<file path="src/rtl/decoder_scan_pkg.sv">
// Shared types and helpers for the decoder_scan_seq block.
// Optional feature macro used by the block: DECODER_SCAN_BLANK_EN.
package decoder_scan_pkg;

    typedef enum logic [1:0] {
        IDLE   = 2'd0,
        DIRECT = 2'd1,
        SCAN   = 2'd2
    } state_e;

    localparam logic MODE_DIRECT = 1'b0;
    localparam logic MODE_SCAN   = 1'b1;

    // Width of a counter that must hold values 0..dwell.
    function automatic int dwell_cnt_w(input int dwell);
        return $clog2(dwell + 1);
    endfunction

endpackage

</file>
<file path="src/rtl/decoder_scan_seq_if.sv">
// Control/select bus of decoder_scan_seq. The master drives enable, mode and
// the DIRECT-mode select handshake; the slave returns the decoded outputs.
interface decoder_scan_seq_if #(
    parameter int N = 2
);
    logic               en;
    logic               mode;
    logic               sel_valid;
    logic [N-1:0]       sel;
    logic               sel_ready;
    logic [2**N-1:0]    y;
    logic [N-1:0]       idx;
    logic               y_valid;
    logic               wrap;
    logic               sel_err;

    modport master (
        output en, mode, sel_valid, sel,
        input  sel_ready, y, idx, y_valid, wrap, sel_err
    );

    modport slave (
        input  en, mode, sel_valid, sel,
        output sel_ready, y, idx, y_valid, wrap, sel_err
    );
endinterface

</file>
<file path="src/rtl/decoder_scan_seq_onehot_dec.sv">
// Combinational binary-to-one-hot decoder with enable. The caller registers
// the result.
module onehot_dec #(
    parameter int N = 2
) (
    input  logic [N-1:0]    idx_i,
    input  logic            en_i,
    output logic [2**N-1:0] y_o
);
    localparam int OUTS = 2**N;

    // Single set bit at idx_i, or all zeros when disabled.
    always_comb begin
        y_o = en_i ? (OUTS'(1) << idx_i) : '0;
    end
endmodule

</file>
<file path="src/rtl/decoder_scan_seq.sv">
// Registered binary-to-one-hot decoder with DIRECT (handshaked select) and
// SCAN (auto-walk with dwell) modes.
// Optional feature macro: DECODER_SCAN_BLANK_EN inserts one blank cycle
// before every SCAN index change.
module decoder_scan_seq
    import decoder_scan_pkg::*;
#(
    parameter int N     = 2,
    parameter int LAST  = 2**N - 1,
    parameter int DWELL = 4
) (
    input  logic               clk,
    input  logic               rst_n,
    decoder_scan_seq_if.slave  bus
);
    localparam int          OUTS     = 2**N;
    localparam int          W        = dwell_cnt_w(DWELL);
    localparam logic [N-1:0] LAST_IDX = N'(LAST);
    localparam logic [W-1:0] DWELL_END = W'(DWELL - 1);

    state_e            state_q, state_d;
    logic [N-1:0]      idx_q, idx_d;
    logic [W-1:0]      dwell_q, dwell_d;
    logic [OUTS-1:0]   y_q, y_d;
    logic              y_valid_q, y_valid_d;
    logic              sel_ready_q, sel_ready_d;
    logic              wrap_q, wrap_d;
    logic              sel_err_q, sel_err_d;
`ifdef DECODER_SCAN_BLANK_EN
    logic              blank_q, blank_d;
`endif

    logic [N-1:0]      dec_idx;
    logic              dec_en;
    logic [OUTS-1:0]   dec_y;
    logic              y_load;
    logic [N-1:0]      scan_nxt;
    logic              sel_bad;

    onehot_dec #(.N(N)) u_dec (
        .idx_i (dec_idx),
        .en_i  (dec_en),
        .y_o   (dec_y)
    );

    assign scan_nxt = (idx_q == LAST_IDX) ? '0 : idx_q + N'(1);
    assign sel_bad  = int'(bus.sel) > LAST;

    // Next-state and next-output selection for the IDLE/DIRECT/SCAN FSM.
    always_comb begin
        // NOTE: every signal assigned here gets a default first, so no path
        // leaves one unassigned and no latch is inferred.
        state_d     = state_q;
        idx_d       = idx_q;
        dwell_d     = dwell_q;
        y_valid_d   = y_valid_q;
        sel_ready_d = 1'b0;
        wrap_d      = 1'b0;
        sel_err_d   = 1'b0;
        dec_idx     = idx_q;
        dec_en      = 1'b0;
        y_load      = 1'b0;
`ifdef DECODER_SCAN_BLANK_EN
        blank_d     = 1'b0;
`endif

        if (!bus.en) begin
            // Idle: outputs cleared, index held.
            state_d   = IDLE;
            y_load    = 1'b1;
            y_valid_d = 1'b0;
            dwell_d   = '0;
        end else if (bus.mode == MODE_DIRECT) begin
            state_d     = DIRECT;
            sel_ready_d = 1'b1;
            dwell_d     = '0;
            if (state_q != DIRECT) begin
                // Fresh entry into DIRECT: nothing decoded yet.
                y_load    = 1'b1;
                y_valid_d = 1'b0;
            end else if (bus.sel_valid && sel_ready_q) begin
                idx_d     = bus.sel;
                dec_idx   = bus.sel;
                dec_en    = !sel_bad;
                y_load    = 1'b1;
                y_valid_d = 1'b1;
                sel_err_d = sel_bad;
            end
        end else begin
            state_d = SCAN;
            if (state_q != SCAN) begin
                // Every SCAN entry restarts the walk at index 0.
                idx_d     = '0;
                dwell_d   = '0;
                dec_idx   = '0;
                dec_en    = 1'b1;
                y_load    = 1'b1;
                y_valid_d = 1'b1;
`ifdef DECODER_SCAN_BLANK_EN
            end else if (blank_q) begin
                // Leaving the blank: show the index loaded during the blank.
                // Index 0 is reachable only by wrapping.
                dec_en    = 1'b1;
                y_load    = 1'b1;
                y_valid_d = 1'b1;
                wrap_d    = (idx_q == '0);
                dwell_d   = '0;
            end else if (dwell_q == DWELL_END) begin
                idx_d     = scan_nxt;
                dwell_d   = '0;
                blank_d   = 1'b1;
                y_load    = 1'b1;
                y_valid_d = 1'b0;
`else
            end else if (dwell_q == DWELL_END) begin
                idx_d     = scan_nxt;
                dwell_d   = '0;
                dec_idx   = scan_nxt;
                dec_en    = 1'b1;
                y_load    = 1'b1;
                y_valid_d = 1'b1;
                wrap_d    = (idx_q == LAST_IDX);
`endif
            end else begin
                dwell_d = dwell_q + W'(1);
            end
        end
    end

    assign y_d = y_load ? dec_y : y_q;

    // State and registered outputs with synchronous active-low reset.
    always_ff @(posedge clk) begin
        // NOTE: state is updated with non-blocking assignments so every
        // register samples the pre-edge values, independent of statement order.
        if (!rst_n) begin
            state_q     <= IDLE;
            idx_q       <= '0;
            dwell_q     <= '0;
            y_q         <= '0;
            y_valid_q   <= 1'b0;
            sel_ready_q <= 1'b0;
            wrap_q      <= 1'b0;
            sel_err_q   <= 1'b0;
`ifdef DECODER_SCAN_BLANK_EN
            blank_q     <= 1'b0;
`endif
        end else begin
            state_q     <= state_d;
            idx_q       <= idx_d;
            dwell_q     <= dwell_d;
            y_q         <= y_d;
            y_valid_q   <= y_valid_d;
            sel_ready_q <= sel_ready_d;
            wrap_q      <= wrap_d;
            sel_err_q   <= sel_err_d;
`ifdef DECODER_SCAN_BLANK_EN
            blank_q     <= blank_d;
`endif
        end
    end

    assign bus.y         = y_q;
    assign bus.idx       = idx_q;
    assign bus.y_valid   = y_valid_q;
    assign bus.sel_ready = sel_ready_q;
    assign bus.wrap      = wrap_q;
    assign bus.sel_err   = sel_err_q;

endmodule
</file>
<file path="src/flat_wrapper.sv">
// flat-port wrapper written by rule: the top's interface ports become plain ports
module decoder_scan_seq_flat import decoder_scan_pkg::*;
#(
    parameter int N     = 2,
    parameter int LAST  = 2**N - 1,
    parameter int DWELL = 4
)
  (clk, rst_n, bus_en, bus_mode, bus_sel_valid, bus_sel, bus_sel_ready, bus_y, bus_idx, bus_y_valid, bus_wrap, bus_sel_err);
  decoder_scan_seq_if #(.N(N)) bus_i ();
  input  logic clk;
  input  logic rst_n;
  input wire logic [$bits(bus_i.en)-1:0] bus_en;
  input wire logic [$bits(bus_i.mode)-1:0] bus_mode;
  input wire logic [$bits(bus_i.sel_valid)-1:0] bus_sel_valid;
  input wire logic [$bits(bus_i.sel)-1:0] bus_sel;
  output wire logic [$bits(bus_i.sel_ready)-1:0] bus_sel_ready;
  output wire logic [$bits(bus_i.y)-1:0] bus_y;
  output wire logic [$bits(bus_i.idx)-1:0] bus_idx;
  output wire logic [$bits(bus_i.y_valid)-1:0] bus_y_valid;
  output wire logic [$bits(bus_i.wrap)-1:0] bus_wrap;
  output wire logic [$bits(bus_i.sel_err)-1:0] bus_sel_err;
  assign bus_i.en = bus_en;
  assign bus_i.mode = bus_mode;
  assign bus_i.sel_valid = bus_sel_valid;
  assign bus_i.sel = bus_sel;
  assign bus_sel_ready = bus_i.sel_ready;
  assign bus_y = bus_i.y;
  assign bus_idx = bus_i.idx;
  assign bus_y_valid = bus_i.y_valid;
  assign bus_wrap = bus_i.wrap;
  assign bus_sel_err = bus_i.sel_err;
  decoder_scan_seq #(.N(N), .LAST(LAST), .DWELL(DWELL)) u_core (.clk(clk), .rst_n(rst_n), .bus(bus_i));
endmodule
</file>
<file path="config.mk">
export PLATFORM = sky130hd
export DESIGN_NAME = decoder_scan_seq_flat
export DESIGN_NICKNAME = d
export VERILOG_FILES = /design/src/rtl/decoder_scan_pkg.sv /design/src/rtl/decoder_scan_seq_if.sv /design/src/rtl/decoder_scan_seq_onehot_dec.sv /design/src/rtl/decoder_scan_seq.sv /design/src/flat_wrapper.sv
export SDC_FILE = /design/constraint.sdc
export NUM_CORES = 1
export LEC_CHECK = 0
export CORE_UTILIZATION = 46
export DETAILED_ROUTE_END_ITERATION = 8
export GPL_ROUTABILITY_DRIVEN = 0
export PLACE_DENSITY = 0.73
export SETUP_SLACK_MARGIN = 0.15
export SLEW_MARGIN = 10
export SYNTH_ARGS = -nofsm -noshare
export SYNTH_HDL_FRONTEND = slang
export SYNTH_HIERARCHICAL = 1
export SYNTH_SLANG_ARGS = --single-unit
</file>
<file path="constraint.sdc">
create_clock -name clk -period 2.3 [get_ports clk]
set_clock_uncertainty 0.15 [all_clocks]
set_input_delay 0.575 -clock clk [delete_from_list [all_inputs] [get_ports clk]]
set_output_delay 0.575 -clock clk [all_outputs]
set_load 0.01 [all_outputs]
</file>
==> summary.md <==
| Metric | Value |
|---|---|
| Synthesized cell area | 663 um2 |
| Clk pin slew, worst setup/hold paths | 0.08 ns |
| Synthesized netlist net count | 86 |
| Clk sink count | 13 |
| Layout cells sized above 1 | 0.204 |
| CP Cell Sequence | clkdlybuf4s50_1 > and3b_1 > or4b_4 > nand3_4 > and3b_1 > nand2_1 > mux2i_1 |
| Number of warnings issued by yosys | 6 |
| Leak pwr | 0.399 nW |
| CTS tree | done |
| Critical Path RT | 2.30 ns |
| Via Count | 650 |
| Final setup margin | 0.156 ns |
| Crit-path slowest cell | clkdlybuf4s50_1 |
| Critical Path End Type | register |
| Final core occ | 0.723 |
| Routed met3 length | 76 um |
| VDD IR-drop max | 0.308 mV |
| Slowest stage delay, CP | 0.50 ns |
| Worst hold-check path type | register to register |
| Critical Path AT | 2.15 ns |
| Horiz. Die Dim | 40.0 um |
| Via-to-Cell Ratio | 5.51 |
| Remaining Overflow, GRT | 0 |
| Status | finished, final reports clean |
| Largest net degree at the start of global routing | 13 |
| Syn-to-layout area delta | 43.6% |
| Post-Route WL | 1480 um |
| Slew Limit Fails | 0 |
| CP startpoint kind | primary input |
| Core Rows | 13 |
| Synth Area per Inst | 8.73 um2 |
| CTS root buffer | clkbuf_4 |
| Met2 WL | 692 um |
| Final setup viols | 0 |
| Setup tns final | 0 ns |
| Port buffer count | 15 |
| GR Util All Layers | 0.201 |
| Unrepaired setup endpoints after global routing | yes |
| N_diodes | 0 |
| CP bufs+invs | 1 |
| Post-place setup slack | -0.151 ns |
| Final Critical Period | 2.14 ns |
| Area of the multi-input gates | 387 um2 |
| Final #Nets | 114 |
| Final worst-path cycle share | 0.932 |
| Die Area | 1600 um2 |
| Hpwl dp | 1000 um |
| Sequential cell area fraction in the yosys report | 0.392 |
| CP most frequent cell | and3b_1 |
| # DRC | 0 |
| CP top delay family | simple AND/OR/NAND/NOR gates |
| WS Path Type | primary input to register |
| Final Hold Fails | 0 |
| Crit-path max FO | 4 |
| Antenna violations before repair | 0 |
| Met1 WL | 698 um |
| H-tree levels | 1 |
| Vias in the first global route | 513 |
| Worst skew pair latency | 0.27 ns |
| #FFs+latches synth | 13 |
| I/O pin total | 17 |
| Avg WL per Cell | 12.5 um |
| DRT iter0 DRCs | 15 |
| First-pass GRT wire length | 2140 um |
| Max Buffers Root-to-Sink | 2 |
| Tot Pwr | 0.000423 W |
| Die Span Y | 40.0 um |
| Synth Instances | 76 |
| Yosys cell types | 30 |
| Number of max-cap violations | 0 |
| Drt first pass iters | 4 |
| Fillers | 107 |
| Power Dens Cells | 445 nW/um2 |
| Top routing layer used | met4 |
| Initial cell density of the core | 0.503 |
| Fmax | 466 MHz |
| Antenna Nets Post-Route | 0 |
| Clock buffer count from CTS | 3 |
| Post-CTS Hold Fix Bufs | 0 |
| Sequential Area | 262 um2 |
| Core Region | 1320 um2 |
==> where the power goes <==
group | switching, W | internal [W]
Sequential | 0.00000462 | 0.000229
Clock | 0.0000724 | 0.0000670
Combinational | 0.0000230 | 0.0000279
==> worst register-to-register path: cells and delay by family (launching register included) <==
kind | cells | cell delay, ns
adders and majority gates | 2 | 0.32
DFF | 1 | 0.34
and+or+nand+nor | 5 | 1.02
muxes | 1 | 0.06
==> routing by layer <==
layer  global-route usage  vias up
li1                     -      330
met1                0.256      298
met2                0.315       20
met3               0.0500        2
met4               0.0948        0
met5                    0        -
==> synthesized netlist by cell type <==
master | number | share of area
clkbuf_1 | 3 | 0.017
or4_1 | 1 | 0.011
nor4bb_1 | 1 | 0.015
a31oi_1 | 2 | 0.019
nand4_1 | 3 | 0.028
or2b_1 | 1 | 0.011
conb_1 | 1 | 0.0057
o211ai_1 | 3 | 0.034
o21ai_0 | 2 | 0.015
buf_4 | 1 | 0.011
inv_1 | 5 | 0.028
or4b_1 | 1 | 0.015
nor3b_1 | 1 | 0.011
a21oi_1 | 2 | 0.015
o32ai_1 | 1 | 0.013
and3_2 | 1 | 0.011
and3b_1 | 3 | 0.040
and2_1 | 1 | 0.0094
nor3b_2 | 1 | 0.019
nand3_1 | 2 | 0.015
nor2_1 | 5 | 0.028
and3_1 | 1 | 0.0094
o21a_1 | 1 | 0.011
dfxtp_1 | 13 | 0.39
ha_1 | 3 | 0.057
mux2i_1 | 4 | 0.060
a211oi_1 | 1 | 0.011
nand2_1 | 10 | 0.057
nor4b_1 | 1 | 0.013
and4b_1 | 1 | 0.015
==> placed cells by master (no fill, tap or decap), types with 2 or more instances in the layout <==
| master | synthesis | layout |
|---|---|---|
| and3b_1 | 3 | 3 |
| a31oi_1 | 2 | 2 |
| dfxtp_1 | 13 | 12 |
| nand4_1 | 3 | 3 |
| clkdlybuf4s50_1 | 0 | 15 |
| a21oi_1 | 2 | 2 |
| o211ai_1 | 3 | 3 |
| nand2_1 | 10 | 10 |
| clkbuf_4 | 0 | 3 |
| o21ai_0 | 2 | 2 |
| inv_1 | 5 | 5 |
| nor2_1 | 5 | 5 |
| ha_1 | 3 | 3 |
| mux2i_1 | 4 | 4 |
| buf_4 | 1 | 12 |
==> repair_timing <==
| action | CTS | global route |
|---|---|---|
| pin swaps | 0 | 4 |
| resized for setup | 1 | 4 |
| endpoints found under the setup margin | 3 | 5 |
| hold endpoints to repair | 0 | 0 |
| buffers inserted | 0 | 4 |
==> cell type report <==
type                            instances  area share
Timing Repair Buffer                   27       0.252
Inverter                                5      0.0197
Sequential cell                        13       0.275
Tap cell                               15      0.0197
Multi-Input combinational cell         54       0.406
Clock buffer                            4      0.0276
==> final timing paths <==
path | start | endpoint | slack [ns] | depth (start not counted)
max | bus_en | u_core/bus.y[2]$_SDFFE_PN0P_ | 0.16 | 7
min | u_core/dwell_q[0]$_SDFF_PP0_ | u_core/dwell_q[0]$_SDFF_PP0_ | 0.28 | 1
max reg2reg | u_core/dwell_q[0]$_SDFF_PP0_ | u_core/bus.y[2]$_SDFFE_PN0P_ | 0.30 | 8
min reg2reg | u_core/dwell_q[0]$_SDFF_PP0_ | u_core/dwell_q[0]$_SDFF_PP0_ | 0.28 | 1
==> flip-flops by register name, summed over array words and instances (netlist names) <==
name,count
u_core/state_q,2
u_core/bus.idx,2
u_core/bus.wrap,1
u_core/dwell_q,3
u_core/bus.y_valid,1
u_core/bus.y,4
==> per-stage QoR <==
| stage | cells | area [um2] | hold WS (ns) |
|---|---|---|---|
| after CTS | 114 | 905 | 0.288 |
| final | 118 | 952 | 0.277 |
| after global routing | 118 | 952 | 0.308 |
| after detailed placement | 110 | 873 | 0.276 |
| after floorplan | 76 | 663 | 0.249 |
| after global placement | 110 | 873 | 0.258 |
==> logic make-up after synthesis <==
kind of cell | after synthesis | share of synthesized area
mux | 4 | 0.0604
compound gates | 12 | 0.119
other cells | 1 | 0.00565
fa+ha+maj | 3 | 0.0566
simple gates | 34 | 0.309
flops | 13 | 0.392
buf+inv | 9 | 0.0566
(Power assumes the default switching activity.)
